--- src/rtl/imm_pkg.sv ---
// Shared types and constants for the pipelined immediate generator.
// Also holds the prefix-state enum used when IMM_PREFIX_EN is defined.
package imm_pkg;

    localparam int unsigned IMM_FIELD_W = 24;
    localparam int unsigned ROT_SHIFT_W = 4;

    typedef enum logic [1:0] {
        OP_DP  = 2'b00,
        OP_MEM = 2'b01,
        OP_BR  = 2'b10,
        OP_PFX = 2'b11
    } op_class_e;

    typedef enum logic {
        PfxIdle,
        PfxArmed
    } pfx_state_e;

endpackage

--- src/rtl/imm_rotator.sv ---
// Combinational 32-bit rotate-right by twice the 4-bit rotate field.
module imm_rotator
    import imm_pkg::*;
(
    input  logic [31:0]            data,
    input  logic [ROT_SHIFT_W-1:0] rot,
    output logic [31:0]            result
);

    logic [4:0] amount;

    // Shift a doubled copy so the bits leaving the bottom wrap in at the top.
    always_comb begin
        amount = {rot, 1'b0};
        result = 32'({data, data} >> amount);
    end

endmodule

--- src/rtl/imm_extend_pipe.sv ---
// Two-stage immediate generator: S1 registers the decoded beat and tracks prefix
// state; S2 extends/rotates and holds the output beat under backpressure.
// Optional feature macro: IMM_PREFIX_EN (op 11 builds wide constants across beats).
module imm_extend_pipe
    import imm_pkg::*;
#(
    parameter int unsigned DATA_W = 32,
    parameter int unsigned TAG_W  = 5
) (
    input  logic                   clk,
    input  logic                   reset,
    input  logic                   flush,
    input  logic                   in_valid,
    output logic                   in_ready,
    input  logic [1:0]             in_op,
    input  logic [IMM_FIELD_W-1:0] in_imm24,
    input  logic [TAG_W-1:0]       in_tag,
    output logic                   out_valid,
    input  logic                   out_ready,
    output logic [DATA_W-1:0]      out_imm,
    output logic [TAG_W-1:0]       out_tag,
    output logic                   out_prefixed,
    output logic                   out_err
);

    logic                   s1_valid;
    op_class_e              s1_op;
    logic [IMM_FIELD_W-1:0] s1_imm;
    logic [TAG_W-1:0]       s1_tag;

    logic                   s2_free;
    logic                   accept;
    logic                   s1_drop;
    logic                   s2_load;

    logic [31:0]            rot_out;
    logic [DATA_W-1:0]      s2_imm;
    logic                   s2_err;
    logic                   s2_pfx;

    // Handshake: S1 can take a beat when empty or when its beat moves on to S2.
    always_comb begin
        s2_free  = !out_valid || out_ready;
        in_ready = !flush && (!s1_valid || s2_free);
        accept   = in_valid && in_ready;
        s2_load  = s1_valid && !s1_drop;
    end

    // Stage 1 register: capture the accepted beat, empty when it drains to S2.
    always_ff @(posedge clk or posedge reset) begin
        if (reset) begin
            s1_valid <= 1'b0;
            s1_op    <= OP_DP;
            s1_imm   <= '0;
            s1_tag   <= '0;
        end else if (flush) begin
            s1_valid <= 1'b0;
        end else if (accept) begin
            s1_valid <= 1'b1;
            s1_op    <= op_class_e'(in_op);
            s1_imm   <= in_imm24;
            s1_tag   <= in_tag;
        end else if (s2_free) begin
            s1_valid <= 1'b0;
        end
    end

`ifdef IMM_PREFIX_EN
    pfx_state_e        pfx_state_q, pfx_state_d;
    logic [DATA_W-1:0] pfx_acc_q, pfx_acc_d;
    logic              s1_pfx_hit;
    logic [DATA_W-1:0] s1_pfx_acc;

    // Prefix beats occupy S1 for a cycle but never reach the output.
    always_comb begin
        s1_drop = (s1_op == OP_PFX);
    end

    // Prefix FSM next state: accumulate on prefix, consume on the next real beat.
    always_comb begin
        pfx_state_d = pfx_state_q;
        pfx_acc_d   = pfx_acc_q;
        if (flush) begin
            pfx_state_d = PfxIdle;
            pfx_acc_d   = '0;
        end else if (accept) begin
            if (in_op == OP_PFX) begin
                pfx_state_d = PfxArmed;
                pfx_acc_d   = (pfx_acc_q << IMM_FIELD_W) | DATA_W'(in_imm24);
            end else begin
                unique case (pfx_state_q)
                    PfxArmed: begin
                        pfx_state_d = PfxIdle;
                        pfx_acc_d   = '0;
                    end
                    PfxIdle: ;
                    default: ;
                endcase
            end
        end
    end

    // Prefix FSM state and accumulator registers.
    always_ff @(posedge clk or posedge reset) begin
        if (reset) begin
            pfx_state_q <= PfxIdle;
            pfx_acc_q   <= '0;
        end else begin
            pfx_state_q <= pfx_state_d;
            pfx_acc_q   <= pfx_acc_d;
        end
    end

    // Snapshot of the accumulator travelling with the beat that consumes it.
    always_ff @(posedge clk or posedge reset) begin
        if (reset) begin
            s1_pfx_hit <= 1'b0;
            s1_pfx_acc <= '0;
        end else if (accept) begin
            s1_pfx_hit <= (in_op != OP_PFX) && (pfx_state_q == PfxArmed);
            s1_pfx_acc <= pfx_acc_q;
        end
    end
`else
    // Without prefix support every S1 beat produces an output beat.
    always_comb begin
        s1_drop = 1'b0;
    end
`endif

    imm_rotator u_rotator (
        .data   ({24'b0, s1_imm[7:0]}),
        .rot    (s1_imm[11:8]),
        .result (rot_out)
    );

    // Stage 2 datapath: select the extension rule for the S1 beat.
    always_comb begin
        s2_imm = '0;
        s2_err = 1'b0;
        s2_pfx = 1'b0;
        case (s1_op)
            OP_DP:   s2_imm = DATA_W'(rot_out);
            OP_MEM:  s2_imm = DATA_W'(s1_imm[11:0]);
            OP_BR:   s2_imm = {{(DATA_W - 26){s1_imm[23]}}, s1_imm, 2'b00};
`ifdef IMM_PREFIX_EN
            OP_PFX:  s2_imm = '0;
`else
            OP_PFX:  s2_err = 1'b1;
`endif
            default: s2_imm = '0;
        endcase
`ifdef IMM_PREFIX_EN
        // A prefixed beat overrides the op-class rule entirely.
        if (s1_pfx_hit) begin
            s2_imm = (s1_pfx_acc << 8) | DATA_W'(s1_imm[7:0]);
            s2_pfx = 1'b1;
        end
`endif
    end

    // Stage 2 output register: hold while stalled, flush drops a held beat.
    always_ff @(posedge clk or posedge reset) begin
        if (reset) begin
            out_valid <= 1'b0;
            out_imm   <= '0;
            out_tag   <= '0;
            out_err   <= 1'b0;
        end else if (flush) begin
            out_valid <= 1'b0;
        end else if (s2_free) begin
            out_valid <= s2_load;
            if (s2_load) begin
                out_imm <= s2_imm;
                out_tag <= s1_tag;
                out_err <= s2_err;
            end
        end
    end

`ifdef IMM_PREFIX_EN
    // Prefixed flag follows the same load rule as the rest of the output beat.
    always_ff @(posedge clk or posedge reset) begin
        if (reset) begin
            out_prefixed <= 1'b0;
        end else if (!flush && s2_free && s2_load) begin
            out_prefixed <= s2_pfx;
        end
    end
`else
    assign out_prefixed = s2_pfx;
`endif

endmodule
--- config.mk ---
export PLATFORM = sky130hd
export DESIGN_NAME = imm_extend_pipe
export DESIGN_NICKNAME = d
export VERILOG_FILES = /design/src/rtl/imm_pkg.sv /design/src/rtl/imm_rotator.sv /design/src/rtl/imm_extend_pipe.sv
export SDC_FILE = /design/constraint.sdc
export NUM_CORES = 1
export LEC_CHECK = 0
export CELL_PAD_IN_SITES_DETAIL_PLACEMENT = 0
export CELL_PAD_IN_SITES_GLOBAL_PLACEMENT = 1
export CORE_ASPECT_RATIO = 2
export CORE_MARGIN = 5
export CORE_UTILIZATION = 39
export DETAILED_ROUTE_END_ITERATION = 6
export HOLD_SLACK_MARGIN = 0.06
export PLACE_DENSITY_LB_ADDON = 0.1
export SYNTH_ARGS = -nofsm -noshare
export SYNTH_HDL_FRONTEND = slang
export SYNTH_SLANG_ARGS = --single-unit
--- constraint.sdc ---
create_clock -name clk -period 3.1 [get_ports clk]
set_input_delay 0.775 -clock clk [delete_from_list [all_inputs] [get_ports clk]]
set_output_delay 0.775 -clock clk [all_outputs]
set_load 0.05 [all_outputs]
==> reports/metrics.yaml <==
critical_path:
  crit_type: "input pin to output pin"
  slowest_stage: "nor2b_1"
  start_kind: "input pin"
  worst-path-max-fanout: 7
  r2r_start: "out_valid"
  cpPeakStageDelay_ns: 0.45
  crit_path_end: "in_ready"
  reg2reg_slack_ns: 1.14
  critical-path-top-delay-family: "buffers and inverters"
  critical_path.startpoint: "out_ready"
  path_depth: 4
  path_cells: "clkdlybuf4s50_1 > nor2b_1 > a21oi_4 > buf_4"
  cp-end-kind: "output pin"
  r2r-end: "s1_op[0]"
  critPathBufInv: 2
  cp.arrival_ns: 1.94
  ff2ff_path_depth: 5
  required_ns: 2.32
cells_and_area:
  diodes: 0
  nFillCells: 811
  drive_gt1_share_pct: 15.12
  fin_area_um2: 4671
  seq_area_um2: 1777
  final_common_cell: "clkdlybuf4s50_1"
  multi_input_area_um2: 1541
  nNetsFinal: 441
  stdcell_count: 512
  syn2layout_area_growth_pct: 32.61
  mostFrequentLayoutCells: "74 x clkdlybuf4s50_1, 71 x dfrtp_1, 43 x nand2_1"
global_routing:
  grt_usage_pct: 18.52
  grt_pass1_vias: 2991
  overflow: 0
  grt_pass1_wl_mm: 15.92
  antenna_found_initial: 0
  grt_start_max_net_pins: 72
worst_hold_path:
  min-delay-start: "s1_tag[2]"
  hold_path_class: "flop to flop"
route:
  drt_wl_total_mm: 9.978
  via_per_inst: 5.660
  drt_iter0_drc: 168
  ant_nets: 0
  top_layer: "met4"
  wl_met3_um: 635
  wl_per_cell_um: 19.49
  wl_met2_mm: 5.554
  wl_met1_mm: 3.465
  dr.pass1.iters: 4
  drc: 0
  vias: 2898
place:
  hpwl_mm: 7.333
  place_inst: 496
  placed_area_um2: 4309
  port_buffers: 75
  place_congestion: 0.8633
synth:
  syn_inst: 338
  synth_edf_count: 0
  synth.distinct_cells: 47
  syn-cell-area_um2: 3522
  yosysSeqAreaShare_pct: 50.44
  avgSynthCellArea_um2: 10.42
  synthFlopType: "dfrtp_1"
  ys_warn_count: 0
  synth_nets: 374
  ys_ff_latch: 71
  async_flop_share_pct: 100.0
clock_tree:
  cts-root-buf: "clkbuf_16"
  cts_resized: 0
  clk_latency_ns: 0.33
  path_clk_slew_ns: 0.06
  cts_sinks: 71
  cts_buffers: 9
  post_cts_buffers: 0
  cts_hold_buf: 0
  clock_path_buffers: 2
  htreeDepth: 3
  cts_tree: "done"
timing:
  drv_slew: 0
  layout_min_cycle_time_ns: 2.712
  tns_ns: 0
  setup_violations: 0
  rsz0062_at_grt: "false"
  hold_viol: 0
  period_share_pct: 87.47
  worst_pin_slew_ns: 0.8084
  max_clock_freq_mhz: 368.8
  relSlewSlack_pct: 45.70
  skew_ns: 0.003143
die:
  rows: 49
  design.die.area_um2: 11150
  core_um2: 8890
  dieWidth_um: 77.20
  die_h_um: 144.4
  top_level_ports: 77
  start_util_pct: 39.62
power_and_ir_drop:
  power_density_nw_per_um2: 798.7
  peakVddDrop_uv: 396.5
  p_leak_nw: 1.931
status:
  status: "finished clean"
job:
  max-cap-violations: 0
worst min-delay path by stage:
| stage | depth (start not counted) | endpoint | slack, ns |
|---|---|---|---|
| after floorplan | 2 | out_tag[0] | 0.43 |
| after global placement | 2 | out_tag[3] | 0.44 |
| after detailed placement | 2 | out_tag[2] | 0.46 |
| after CTS | 2 | out_tag[1] | 0.47 |
| after global routing | 2 | out_tag[1] | 0.50 |
| final | 2 | out_tag[2] | 0.47 |
metal layers:
layer | up-vias | global-route usage [%]
met4 | 0 | 9.692
met2 | 115 | 33.16
li1 | 1352 | -
met3 | 20 | 4.115
met5 | - | 0
met1 | 1411 | 20.12
final cells by class:
type | count | area share [%]
clock buffers | 10 | 4.902
clock inverters | 6 | 2.840
inverters | 6 | 0.4822
multi-input cells | 233 | 33.00
flip-flops and latches | 71 | 38.04
well taps | 102 | 2.732
repair buffers | 84 | 18.00
stage by stage:
step	hold slack [ns]	utilization (%)	power (mW)	setup WS, ns
6_report	0.4709	52.54	3.731	0.3884
3_3_place_gp	0.4418	48.47	2.497	0.3523
2_1_floorplan	0.4331	-	2.076	0.5284
3_5_place_dp	0.4596	48.47	2.507	0.3164
4_1_cts	0.4720	52.54	3.765	0.3806
5_1_grt	0.5020	52.54	3.900	0.2720
sequential cells by signal, indices dropped and copies added, names as in the netlist:
| register | flops |
|---|---|
| out_valid | 1 |
| out_imm | 32 |
| s1_tag | 5 |
| s1_imm | 24 |
| s1_valid | 1 |
| out_err | 1 |
| out_tag | 5 |
| s1_op | 2 |
cells in the mapped netlist, types with 2 or more instances:
master	instances	area, µm²
clkbuf_1	8	30.03
a21oi_1	12	60.06
nand2_1	43	161.4
buf_2	9	45.04
mux2_1	2	22.52
nand4_1	4	25.02
a32oi_1	6	52.55
a22oi_1	7	52.55
o22a_1	4	35.03
nor4_1	2	12.51
o221ai_1	4	35.03
nor2b_1	6	37.54
o22ai_1	4	25.02
inv_1	6	22.52
a221oi_1	5	43.79
a22o_1	4	35.03
nand3_1	15	75.07
a31oi_1	5	31.28
buf_4	3	22.52
o21ai_0	5	25.02
o21ai_1	2	10.01
o211ai_1	5	37.54
mux2i_1	10	100.1
nand3b_1	2	15.01
nor2_1	28	105.1
mux2_2	32	360.4
nor3_1	7	35.03
nand2b_1	3	18.77
buf_6	7	78.83
dfrtp_1	71	1777
report_power, final:
group          internal (mW)  leakage (nW)  switching [mW]
clock network          0.865         0.173           0.379
logic                  0.448         0.892           0.764
registers               1.10         0.866           0.171
total                   2.42          1.93            1.31
cells by family (layout without fill, tap and decap cells):
logic type             Yosys count  count (layout)  share of synthesized area, %
DFF                             71              71                         50.44
AOI/OAI and AO/OA               71              71                         14.71
buffers and inverters           34             106                         5.790
muxes                           44              44                         13.71
other                            1               1                        0.1065
and+or+nand+nor                117             117                         15.24
worst reg2reg max path, stage by stage (launching register included):
cell,delay (ns)
dfrtp_1,0.34
nor2b_1,0.47
a21oi_4,0.11
nand2_2,0.34
buf_12,0.22
mux2_2,0.35
Power figures use the tool's default switching activity.
